**src/rtl/seg_scan_driver.sv**
```systemverilog
// Time-multiplexed common-anode 7-segment driver.
// Takes a per-frame snapshot of the inputs, adds an inter-digit blanking gap and optional leading-zero suppression.
module seg_scan_driver #(
    parameter int NUM_DIGITS   = 8,
    parameter int REFRESH_DIV  = 100000,
    parameter int BLANK_CYCLES = 1000
) (
    input  logic                    clk,
    input  logic                    rst,
    input  logic [4*NUM_DIGITS-1:0] digits,
    input  logic [NUM_DIGITS-1:0]   dp_in,
    input  logic                    lz_blank,
    output logic [NUM_DIGITS-1:0]   an,
    output logic [6:0]              seg,
    output logic                    dp,
    output logic                    frame_tick
);
    localparam int unsigned ND       = NUM_DIGITS;
    localparam int          CW       = (REFRESH_DIV > 1) ? $clog2(REFRESH_DIV) : 1;
    localparam int          IW       = $clog2(NUM_DIGITS);
    localparam logic [CW-1:0] CNT_LAST = CW'(REFRESH_DIV - 1);
    localparam logic [CW-1:0] GAP_END  = CW'(BLANK_CYCLES);
    localparam logic [IW-1:0] IDX_LAST = IW'(NUM_DIGITS - 1);

    logic [CW-1:0]           cnt;
    logic [IW-1:0]           idx;
    logic [4*NUM_DIGITS-1:0] snap_digits;
    logic [NUM_DIGITS-1:0]   snap_dp;
    logic                    snap_lz;

    logic                    slot_end;
    logic                    capture;
    logic                    in_gap;
    logic [NUM_DIGITS-1:0]   lz_mask;
    logic [3:0]              cur_digit;
    logic [NUM_DIGITS-1:0]   an_next;
    logic [6:0]              seg_next;
    logic                    dp_next;

    function automatic logic [6:0] hex7(input logic [3:0] v);
        logic [6:0] s;
        case (v)
            4'h0: s = 7'h40;
            4'h1: s = 7'h79;
            4'h2: s = 7'h24;
            4'h3: s = 7'h30;
            4'h4: s = 7'h19;
            4'h5: s = 7'h12;
            4'h6: s = 7'h02;
            4'h7: s = 7'h78;
            4'h8: s = 7'h00;
            4'h9: s = 7'h10;
            4'hA: s = 7'h08;
            4'hB: s = 7'h03;
            4'hC: s = 7'h46;
            4'hD: s = 7'h21;
            4'hE: s = 7'h06;
            default: s = 7'h0E;
        endcase
        return s;
    endfunction

    assign slot_end   = (cnt == CNT_LAST);
    assign capture    = slot_end && (idx == IDX_LAST);
    assign in_gap     = (cnt < GAP_END);
    assign frame_tick = capture;
    assign cur_digit  = snap_digits[{idx, 2'b00} +: 4];

    // Walk from the most significant digit down; a digit is blanked while the zero run is unbroken.
    always_comb begin
        logic zero_run;
        zero_run = 1'b1;
        lz_mask  = '0;
        for (int unsigned i = 0; i < ND; i++) begin
            zero_run = zero_run && (snap_digits[4*(ND-1-i) +: 4] == 4'h0);
            lz_mask[ND-1-i] = snap_lz && zero_run && (i != ND - 1);
        end
    end

    always_comb begin
        an_next  = '1;
        seg_next = 7'h7F;
        dp_next  = 1'b1;
        if (!in_gap) begin
            an_next[idx] = 1'b0;
            seg_next     = lz_mask[idx] ? 7'h7F : hex7(cur_digit);
            dp_next      = ~snap_dp[idx];
        end
    end

    always_ff @(posedge clk or negedge rst) begin
        if (!rst) begin
            cnt         <= '0;
            idx         <= '0;
            snap_digits <= '0;
            snap_dp     <= '0;
            snap_lz     <= 1'b0;
            an          <= '1;
            seg         <= 7'h7F;
            dp          <= 1'b1;
        end else begin
            cnt <= slot_end ? '0 : cnt + 1'b1;
            if (slot_end) begin
                idx <= (idx == IDX_LAST) ? '0 : idx + 1'b1;
            end
            if (capture) begin
                snap_digits <= digits;
                snap_dp     <= dp_in;
                snap_lz     <= lz_blank;
            end
            an  <= an_next;
            seg <= seg_next;
            dp  <= dp_next;
        end
    end

endmodule

```
**config.mk**
```make
export PLATFORM = sky130hd
export DESIGN_NAME = seg_scan_driver
export DESIGN_NICKNAME = d
export VERILOG_FILES = /design/src/rtl/seg_scan_driver.sv
export SDC_FILE = /design/constraint.sdc
export NUM_CORES = 1
export LEC_CHECK = 0
export ABC_AREA = 0
export CORE_ASPECT_RATIO = 1.25
export CORE_MARGIN = 2
export CORE_UTILIZATION = 50
export CTS_CLUSTER_DIAMETER = 50
export DETAILED_ROUTE_END_ITERATION = 8
export HOLD_SLACK_MARGIN = 0.03
export PLACE_DENSITY = 0.73
export SETUP_SLACK_MARGIN = 0.15
export SYNTH_ARGS = -nofsm -noshare
export SYNTH_HDL_FRONTEND = slang
export SYNTH_SLANG_ARGS = --single-unit
```
**constraint.sdc**
```tcl
create_clock -name clk -period 6.15 [get_ports clk]
set_input_delay 0.615 -clock clk [delete_from_list [all_inputs] [get_ports clk]]
set_output_delay 0.615 -clock clk [all_outputs]
set_load 0.01 [all_outputs]
```
==> impl_metrics.env, run 1 <==
export IMPL_drc=0
export IMPL_ys_ff_latch=77
export IMPL_p_leak_nw=2.06
export IMPL_slew_violations=0
export IMPL_fp_row_count=35
export IMPL_synthFlopType="dfrtp_1"
export IMPL_synth_area_leaders="dfrtp_1 39%, mux2_4 15%, dfstp_2 11%"
export IMPL_synthArstFlopShare_pct=100
export IMPL_fin_nets=408
export IMPL_p_clk_share_pct=40.3
export IMPL_end_kind="output port"
export IMPL_yosys_area_top_type="dfrtp_1"
export IMPL_avgSynthCellArea_sq_um=13.0
export IMPL_fin_hold_ws_ps=489
export IMPL_max_freq_mhz=270
export IMPL_synth_edf_count=0
export IMPL_finalCritPeriodShare_pct=60.3
export IMPL_fin_crit_ps=3710
export IMPL_die_w_um=82.7
export IMPL_pin_count=60
export IMPL_via_count=2466
export IMPL_syn_num_nets=349
export IMPL_grt_pass1_wl_mm=12.6
export IMPL_initial_core_util_pct=52.1
export IMPL_syn_area_sq_um=3870
export IMPL_io_buffers=59
export IMPL_cts_hold_fix_buffers=0
export IMPL_antenna_found_initial=0
export IMPL_cp_arrival_ps=3090
export IMPL_finClkSkew_ps=12.9
export IMPL_place_ws_ps=2770
export IMPL_powerDensity_nw_per_um2=218
export IMPL_power_total_w=0.00102
export IMPL_hold_class="primary input to async pin"
export IMPL_area_growth_syn_to_layout_pct=21.1
export IMPL_wl_per_cell_um=17.0
export IMPL_cap_viol_max_count=0
export IMPL_worst_pin_slew_ps=916
export IMPL_multiInputGateArea_sq_um=1790
export IMPL_layout_drive_gt1_share_pct=25.5
export IMPL_netlist_area_leader_share_pct=39.4
export IMPL_cts_resized=0
export IMPL_switching_share_pct=22.1
export IMPL_groute_usage_overall_pct=20.2
export IMPL_rsz0062_at_grt="no"
export IMPL_clk_path_buf_depth=2
export IMPL_initialDrtViolationCount=112
export IMPL_core_sq_um=7440
export IMPL_grt_max_degree=78
export IMPL_yosysWarningCount=0
export IMPL_slew_headroom_pct=38.9
export IMPL_required_ps=5530
export IMPL_clk_pin_slew_worst_paths_ps=80
export IMPL_yosysSeqAreaShare_pct=50.2
export IMPL_cts_max_level=3
export IMPL_antenna_cells=0
export IMPL_fill_cells=595
export IMPL_p_int_w=0.000798
export IMPL_p_switching_w=0.000227
export IMPL_sequentialPowerShare_pct=52.0
export IMPL_cts_sinks=77
export IMPL_yosys_top_cells_count="61 x dfrtp_1, 39 x mux2_4, 23 x nand2_1, 16 x dfstp_2, 12 x nor2_1"
export IMPL_wirelength_mm=7.71
export IMPL_startpoint_type="flip-flop"
export IMPL_syn_inst=297
export IMPL_fin_ws_ps=2440
export IMPL_ys_types=52
export IMPL_grt_pass1_vias=2577
export IMPL_worst_path_max_fanout=42
export IMPL_cts_root_buf="clkbuf_8"
export IMPL_dp_hpwl_mm=5.55
export IMPL_yosys_cell_count_top_type="dfrtp_1"
export IMPL_fp_dieArea_sq_um=8470
export IMPL_dr_pass1_iters=4
export IMPL_clock_latency_ps=350
export IMPL_seq_area_sq_um=1950
export IMPL_cts_inserted_buffers=9
export IMPL_avgViaCountPerCell=5.44
export IMPL_peakVddDrop_uv=111
export IMPL_pwr_share_comb_pct=7.6
export IMPL_crit_type="flip-flop to output port"
export IMPL_gr_total_overflow=0
export IMPL_postRouteAntennaNets=0
export IMPL_post_cts_buffers=0
export IMPL_setup_tns_ps=0
export IMPL_gp_congestion=0.886
export IMPL_status="completed"
export IMPL_setup_viol=0
export IMPL_hold_viol=0
export IMPL_fp_dieH_um=102
export IMPL_cts_tree="done"
[power groups by stage]
stage / registers, W / logic, W / clock network, W
2_1_floorplan: 0.000537 / 0.0000376 / 0
3_3_place_gp: 0.000542 / 0.0000772 / 0
3_5_place_dp: 0.000542 / 0.0000792 / 0
4_1_cts: 0.000533 / 0.0000796 / 0.000420
5_1_grt: 0.000535 / 0.0000861 / 0.000437
6_report: 0.000533 / 0.0000782 / 0.000413
[flip-flops by register name (all words and copies together), names as in the netlist]
name / cells
idx: 3
dp: 1
an: 8
cnt: 17
snap_dp: 8
snap_lz: 1
seg: 7
snap_digits: 32
[layout by cell type, fill, tap and decap left out, types with 3 or more instances in the layout]
master            n
dfrtp_1          61
a211oi_1          3
nor3_1            4
nor2_1           12
mux2i_1           8
inv_1             6
o21ai_1           3
o221ai_1          3
o21ai_0           6
mux4_2            4
and2_1            4
mux2_4           39
xnor2_1           7
xor2_1            6
and3_1            3
nor2b_1           4
nand2_1          23
clkdlybuf4s50_1  58
dfstp_2          16
ha_1              9
nand3_1          11
nor4_1            9
clkbuf_8          9
mux2_1            3
nand4_1           3
a21oi_1           5
[per-stage QoR]
step           cells  util [%]  instance area (sq um)
2_1_floorplan    297         -                   3870
3_3_place_gp     437      60.1                   4480
3_5_place_dp     437      60.1                   4480
4_1_cts          453      63.0                   4690
5_1_grt          453      63.0                   4690
6_report         453      63.0                   4690
[area by class of cell]
cell class	instances	area share, %
clock buffer	10	2.72
tap	92	2.45
multi-input combinational	200	38.2
sequential	77	41.5
clock inverter	6	1.87
inverter	8	0.640
timing repair buffer	60	12.6
[critical path: stages (launching register included)]
cell,delay [ps]
dfrtp_1,430
nor4_1,450
and4_1,610
nand2_4,520
inv_1,160
clkdlybuf4s50_1,540
[cell families (layout without fill, tap and decap cells)]
kind of cell | Yosys count | count (layout) | synth area share (%)
AND/OR/NAND/NOR | 84 | 84 | 11.3
flip-flops | 77 | 77 | 50.2
multiplexers | 56 | 56 | 21.0
AO/OA/AOI/OAI | 38 | 38 | 8.07
buffers and inverters | 20 | 84 | 3.55
XOR/XNOR | 13 | 13 | 2.94
adder cells (fa/ha/maj) | 9 | 9 | 2.91
[final timing paths]
| path | from | cells past startpoint | end | slack, ps |
|---|---|---|---|---|
| min reg2reg | snap_dp[7]$_DFFE_PN0P_ | 1 | snap_dp[7]$_DFFE_PN0P_ | 490 |
| min in group clk | snap_dp[7]$_DFFE_PN0P_ | 1 | snap_dp[7]$_DFFE_PN0P_ | 490 |
| max in group asynchronous | rst | 2 | snap_digits[15]$_DFFE_PN0P_ | 5080 |
| max reg2reg | idx[1]$_DFFE_PN0N_ | 8 | seg[3]$_DFF_PN1_ | 3450 |
| min | rst | 2 | snap_dp[3]$_DFFE_PN0P_ | 490 |
| max | cnt[12]$_DFF_PN0_ | 5 | frame_tick | 2440 |
[per-layer routing]
layer,vias up,global-route usage [%],share of wire (%)
li1,1191,-,-
met3,12,3.00,3.7
met5,-,0,0
met1,1209,26.5,44
met4,0,8.58,1.5
met2,54,33.2,51
No activity file was read; power rests on OpenSTA's default activity.
==> inputs of run 2 (changes only) <==
--- a/config.mk
+++ b/config.mk
@@ -8,11 +8,11 @@
 export ABC_AREA = 0
 export CORE_ASPECT_RATIO = 1.25
 export CORE_MARGIN = 2
-export CORE_UTILIZATION = 50
+export CORE_UTILIZATION = 49
 export CTS_CLUSTER_DIAMETER = 50
 export DETAILED_ROUTE_END_ITERATION = 8
 export HOLD_SLACK_MARGIN = 0.03
-export PLACE_DENSITY = 0.73
+export PLACE_DENSITY = 0.75
 export SETUP_SLACK_MARGIN = 0.15
 export SYNTH_ARGS = -nofsm -noshare
 export SYNTH_HDL_FRONTEND = slang
==> constraint.sdc (replaced) <==
create_clock -name clk -period 3.4 [get_ports clk]
set_input_delay 0.34 -clock clk [delete_from_list [all_inputs] [get_ports clk]]
set_output_delay 0.34 -clock clk [all_outputs]
set_load 0.01 [all_outputs]
==> run 2 against run 1 <==
Compared with the run above: die area grew 2.0%; largest power group unchanged; critical path depth stayed put; cell count increased by 1.3%; critical endpoint unchanged; critical path type unchanged; register-to-register slack worse by 2700 ps; highest routed layer unchanged.
==> impl_metrics.env, run 2 (synthesis results as in run 1) <==
export IMPL_area_growth_syn_to_layout_pct=22.4
export IMPL_final_cell_mix="61 x dfrtp_1, 58 x clkdlybuf4s50_1, 39 x mux2_4"
export IMPL_initialDrtViolationCount=159
export IMPL_finClkSkew_ps=13.9
export IMPL_p_leak_nw=2.08
export IMPL_place_ws_ps=782
export IMPL_gr_total_overflow=0
export IMPL_powerDensity_nw_per_um2=407
export IMPL_fin_nets=411
export IMPL_fp_row_count=36
export IMPL_fp_dieH_um=103
export IMPL_antenna_found_initial=0
export IMPL_gp_congestion=0.914
export IMPL_crit_family="flip-flops"
export IMPL_largest_reg_flops=32
export IMPL_cts_max_level=3
export IMPL_initial_core_util_pct=50.0
export IMPL_final_common_cell="dfrtp_1"
export IMPL_wirelength_mm=7.91
export IMPL_slew_violations=0
export IMPL_post_cts_buffers=0
export IMPL_cts_inserted_buffers=9
export IMPL_io_buffers=59
export IMPL_peakVddDrop_uv=236
export IMPL_grt_pass1_vias=2655
export IMPL_drc=0
export IMPL_fin_hold_ws_ps=438
export IMPL_antenna_cells=0
export IMPL_clk_path_buf_depth=2
export IMPL_startpoint_type="flip-flop"
export IMPL_end_kind="output port"
export IMPL_grt_max_degree=61
export IMPL_clock_latency_ps=350
export IMPL_dr_pass1_iters=4
export IMPL_postRouteAntennaNets=0
export IMPL_crit_type="flip-flop to output port"
export IMPL_final_cells=459
export IMPL_cpPeakStageDelay_ps=840
export IMPL_fp_dieArea_sq_um=8640
export IMPL_die_w_um=83.5
export IMPL_pin_count=60
export IMPL_fin_util_pct=61.2
export IMPL_path_cells="ha_1 > ha_1 > nand2_4 > inv_1 > clkdlybuf4s50_1"
export IMPL_dp_hpwl_mm=5.66
export IMPL_wl_per_cell_um=17.2
export IMPL_cts_sinks=77
export IMPL_cp_arrival_ps=2340
export IMPL_rsz0062_at_grt="no"
export IMPL_crit_top_cell="ha_1"
export IMPL_cap_viol_max_count=0
export IMPL_finalCritPeriodShare_pct=78.9
export IMPL_setup_tns_ps=0
export IMPL_hold_viol=0
export IMPL_hold_class="primary input to async pin"
export IMPL_cts_root_buf="clkbuf_8"
export IMPL_worst_pin_slew_ps=763
export IMPL_layout_drive_gt1_share_pct=25.8
export IMPL_fin_ws_ps=719
export IMPL_required_ps=3060
export IMPL_avgViaCountPerCell=5.58
export IMPL_status="completed"
export IMPL_cts_tree="done"
export IMPL_groute_usage_overall_pct=19.5
export IMPL_top_register="snap_digits"
export IMPL_fin_crit_ps=2680
export IMPL_max_freq_mhz=373
export IMPL_slew_headroom_pct=49.1
export IMPL_worst_path_max_delay_cell="dfrtp_1"
export IMPL_core_sq_um=7750
export IMPL_clk_pin_slew_worst_paths_ps=90
export IMPL_worst_path_max_fanout=21
export IMPL_cp_num_buf_inv=2
export IMPL_via_count=2561
export IMPL_grt_pass1_wl_mm=13.2
export IMPL_dp_cells=442
export IMPL_setup_viol=0
export IMPL_reg_top3="snap_digits x32, cnt x17"
-- run 2: changes by cell type in the layout (fill, tap and decap cells not counted), sizes merged --
cell and change:
buf +2, clkinv -2, bufinv +1, clkinvlp +1, dlygate4sd3 +1
-- run 2: final timing paths --
kind / start / endpoint / slack, ps / cells after the start
setup / recovery: idx[1]$_DFFE_PN0N_ / frame_tick / 720 / 5
hold / removal: rst / snap_dp[0]$_DFFE_PN0P_ / 440 / 2
setup reg to reg: idx[1]$_DFFE_PN0N_ / seg[3]$_DFF_PN1_ / 770 / 8
hold reg to reg: cnt[0]$_DFF_PN0_ / cnt[0]$_DFF_PN0_ / 500 / 1
max in group asynchronous: rst / cnt[1]$_DFF_PN0_ / 1880 / 3
min in group clk: cnt[0]$_DFF_PN0_ / cnt[0]$_DFF_PN0_ / 500 / 1
-- run 2: per-layer routing --
| metal | wire [um] | share of wire (%) | up-vias | GRT usage [%] |
|---|---|---|---|---|
| met4 | 124 | 1.6 | 0 | 7.44 |
| li1 | - | - | 1197 | - |
| met5 | 0 | 0 | - | 0 |
| met1 | 3540 | 45 | 1287 | 25.2 |
| met2 | 3940 | 50 | 65 | 32.5 |
| met3 | 300 | 3.8 | 12 | 4.68 |
-- run 2: through the flow --
| step | instance area [sq um] | power [W] |
|---|---|---|
| after global placement | 4490 | 0.00112 |
| after floorplan | 3870 | 0.00104 |
| after CTS | 4740 | 0.00195 |
| final | 4740 | 0.00193 |
| after detailed placement | 4490 | 0.00113 |
| after global routing | 4740 | 0.00200 |
-- run 2: cell type report --
| class | instances | area (sq um) |
|---|---|---|
| fill | 618 | 3000 |
| sequential | 77 | 1950 |
| multi-input combinational | 200 | 1790 |
| timing repair buffer | 63 | 618 |
| clock buffer | 10 | 128 |
| tap | 95 | 119 |
| clock inverter | 6 | 111 |
| inverter | 8 | 30.0 |
-- run 2: what timing repair did --
item	in CTS	in global routing
resized for setup	0	0
endpoints found under the hold margin	16	0
hold buffers	1	0
setup endpoints to repair	0	0
-- run 2: where the power goes --
part / internal [W] / switching (W) / total (W) / leakage [nW]
Clock: 0.000488 / 0.000335 / 0.000823 / 0.116
Combinational: 0.0000901 / 0.0000535 / 0.000144 / 1.05
Sequential: 0.000941 / 0.0000239 / 0.000965 / 0.911
Total: 0.00152 / 0.000412 / 0.00193 / 2.08
==> inputs of run 3 (changes only) <==
==> constraint.sdc (replaced) <==
create_clock -name clk -period 2.45 [get_ports clk]
set_input_delay 0.245 -clock clk [delete_from_list [all_inputs] [get_ports clk]]
set_output_delay 0.245 -clock clk [all_outputs]
set_load 0.01 [all_outputs]
==> run 3 against run 2 <==
Compared with the run above: final area is 2.7% higher; via count is 0.62% higher; count of clock-buffer cells in the layout is 1 higher; clock power is 18% higher; hold slack worse by 13 ps; setup slack worse by 370 ps; sequential power is 39% higher; critical endpoint is now seg[6]$_DFF_PN1_; largest cell class unchanged.
==> impl_metrics.env, run 3 (synthesis results as in run 1) <==
export IMPL_status="completed"
export IMPL_powerDensity_nw_per_um2=517
export IMPL_reg2reg_from="idx[1]$_DFFE_PN0N_"
export IMPL_cts_root_buf="clkbuf_8"
export IMPL_reg2reg_to="seg[6]$_DFF_PN1_"
export IMPL_fp_row_count=36
export IMPL_cts_inserted_buffers=9
export IMPL_area_growth_syn_to_layout_pct=25.7
export IMPL_grt_max_degree=78
export IMPL_avgViaCountPerCell=5.41
export IMPL_worst_pin_slew_ps=490
export IMPL_core_sq_um=7750
export IMPL_fill_cells=604
export IMPL_max_freq_mhz=475
export IMPL_cts_max_level=3
export IMPL_via_count=2577
export IMPL_postRouteAntennaNets=0
export IMPL_clk_pin_slew_worst_paths_ps=80
export IMPL_layout_drive_gt1_share_pct=31.2
export IMPL_worst_path_max_fanout=12
export IMPL_regToRegSetupSlack_ps=350
export IMPL_gr_total_overflow=0
export IMPL_wl_per_cell_um=17.4
export IMPL_placed_area_sq_um=4600
export IMPL_hold_viol=0
export IMPL_grt_pass1_vias=2652
export IMPL_dp_hpwl_mm=5.90
export IMPL_gp_congestion=0.909
export IMPL_pin_count=60
export IMPL_fp_dieArea_sq_um=8640
export IMPL_groute_usage_overall_pct=20.7
export IMPL_r2r_cells=8
export IMPL_setup_viol=0
export IMPL_finalCritPeriodShare_pct=85.9
export IMPL_clock_latency_ps=370
export IMPL_fp_dieH_um=103
export IMPL_antenna_found_initial=0
export IMPL_initial_core_util_pct=50.0
export IMPL_dr_pass1_iters=4
export IMPL_peakVddDrop_uv=400
export IMPL_final_cell_mix="57 x clkdlybuf4s50_1, 56 x dfrtp_1, 39 x mux2_4"
export IMPL_cts_tree="done"
export IMPL_end_kind="flip-flop"
export IMPL_clk_path_buf_depth=2
export IMPL_setup_tns_ps=0
export IMPL_hold_class="primary input to async pin"
export IMPL_slew_headroom_pct=67.0
export IMPL_p_leak_nw=2.15
export IMPL_initialDrtViolationCount=129
export IMPL_startpoint_type="flip-flop"
export IMPL_cap_viol_max_count=0
export IMPL_grt_pass1_wl_mm=13.7
export IMPL_rsz0062_at_grt="no"
export IMPL_reg_top3="snap_digits x32, cnt x17"
export IMPL_io_buffers=59
export IMPL_cp_arrival_ps=2370
export IMPL_die_w_um=83.5
export IMPL_finClkSkew_ps=10.1
export IMPL_top_register="snap_digits"
export IMPL_drc=0
export IMPL_crit_type="flip-flop to flip-flop"
export IMPL_final_common_cell="clkdlybuf4s50_1"
export IMPL_wirelength_mm=8.27
export IMPL_cts_sinks=77
export IMPL_fin_nets=428
export IMPL_required_ps=2710
export IMPL_antenna_cells=0
export IMPL_largest_reg_flops=32
export IMPL_finalInstanceArea_sq_um=4870
export IMPL_slew_violations=0
export IMPL_fin_crit_ps=2100
-- run 3: changes by cell type in the layout (fill, tap and decap cells not counted), moves of 2 or more --
cell / delta
bufinv_16: -2
dfrtp_1: -5
dfrtp_2: +5
buf_4: +16
-- run 3: final cells by class --
type	instances	area [sq um]	share of cell area (%)
clock buffers	11	141	2.90
inverters	8	30.0	0.617
repair buffers	80	757	15.5
well taps	95	119	2.44
clock inverters	5	58.8	1.21
multi-input cells	200	1810	37.2
flip-flops and latches	77	1950	40.1
-- run 3: timing repair --
item / in CTS / in global routing
hold buffers: 1 / 0
buffers inserted: 5 / 0
gates resized for setup: 10 / 0
setup endpoints to repair: 1 / 0
endpoints found under the hold margin: 61 / 0
-- run 3: metrics by stage --
| stage | util, % | power [W] | cells | hold slack [ps] | setup slack [ps] |
|---|---|---|---|---|---|
| 2_1_floorplan | - | 0.00144 | 297 | -50.6 | 354 |
| 3_3_place_gp | 59.3 | 0.00156 | 454 | 304 | 360 |
| 3_5_place_dp | 59.3 | 0.00157 | 454 | 306 | 330 |
| 4_1_cts | 62.9 | 0.00254 | 476 | 443 | 375 |
| 5_1_grt | 62.9 | 0.00262 | 476 | 473 | 163 |
| 6_report | 62.9 | 0.00252 | 476 | 425 | 345 |
-- run 3: metal layers --
layer / up-vias / wire length [um] / track usage (%)
met5: - / 0 / 0
met4: 0 / 160 / 10.3
met3: 12 / 320 / 5.08
met2: 62 / 4150 / 33.6
met1: 1277 / 3640 / 26.3
li1: 1226 / - / -
-- run 3: worst max path at each step --
stage	startpoint	endpoint	slack, ps
after floorplan	idx[0]$_DFFE_PN0N_	seg[3]$_DFF_PN1_	350
final	idx[1]$_DFFE_PN0N_	seg[6]$_DFF_PN1_	350
after global routing	idx[1]$_DFFE_PN0N_	seg[3]$_DFF_PN1_	160
after detailed placement	idx[0]$_DFFE_PN0N_	seg[3]$_DFF_PN1_	330
after CTS	idx[1]$_DFFE_PN0N_	seg[6]$_DFF_PN1_	370
after global placement	idx[1]$_DFFE_PN0N_	seg[3]$_DFF_PN1_	360
-- run 3: critical path: stages, from the launching register on --
cell	delay, ps
dfrtp_2	420
buf_4	170
buf_4	160
nor2b_1	180
a221oi_2	280
a2bb2oi_2	200
buf_4	210
mux2i_1	210
o221ai_1	170
-- run 3: where the power goes --
group | switching [W] | internal [W]
clock network | 0.000470 | 0.000500
logic | 0.0000748 | 0.000131
registers | 0.0000342 | 0.00131
total | 0.000579 | 0.00194
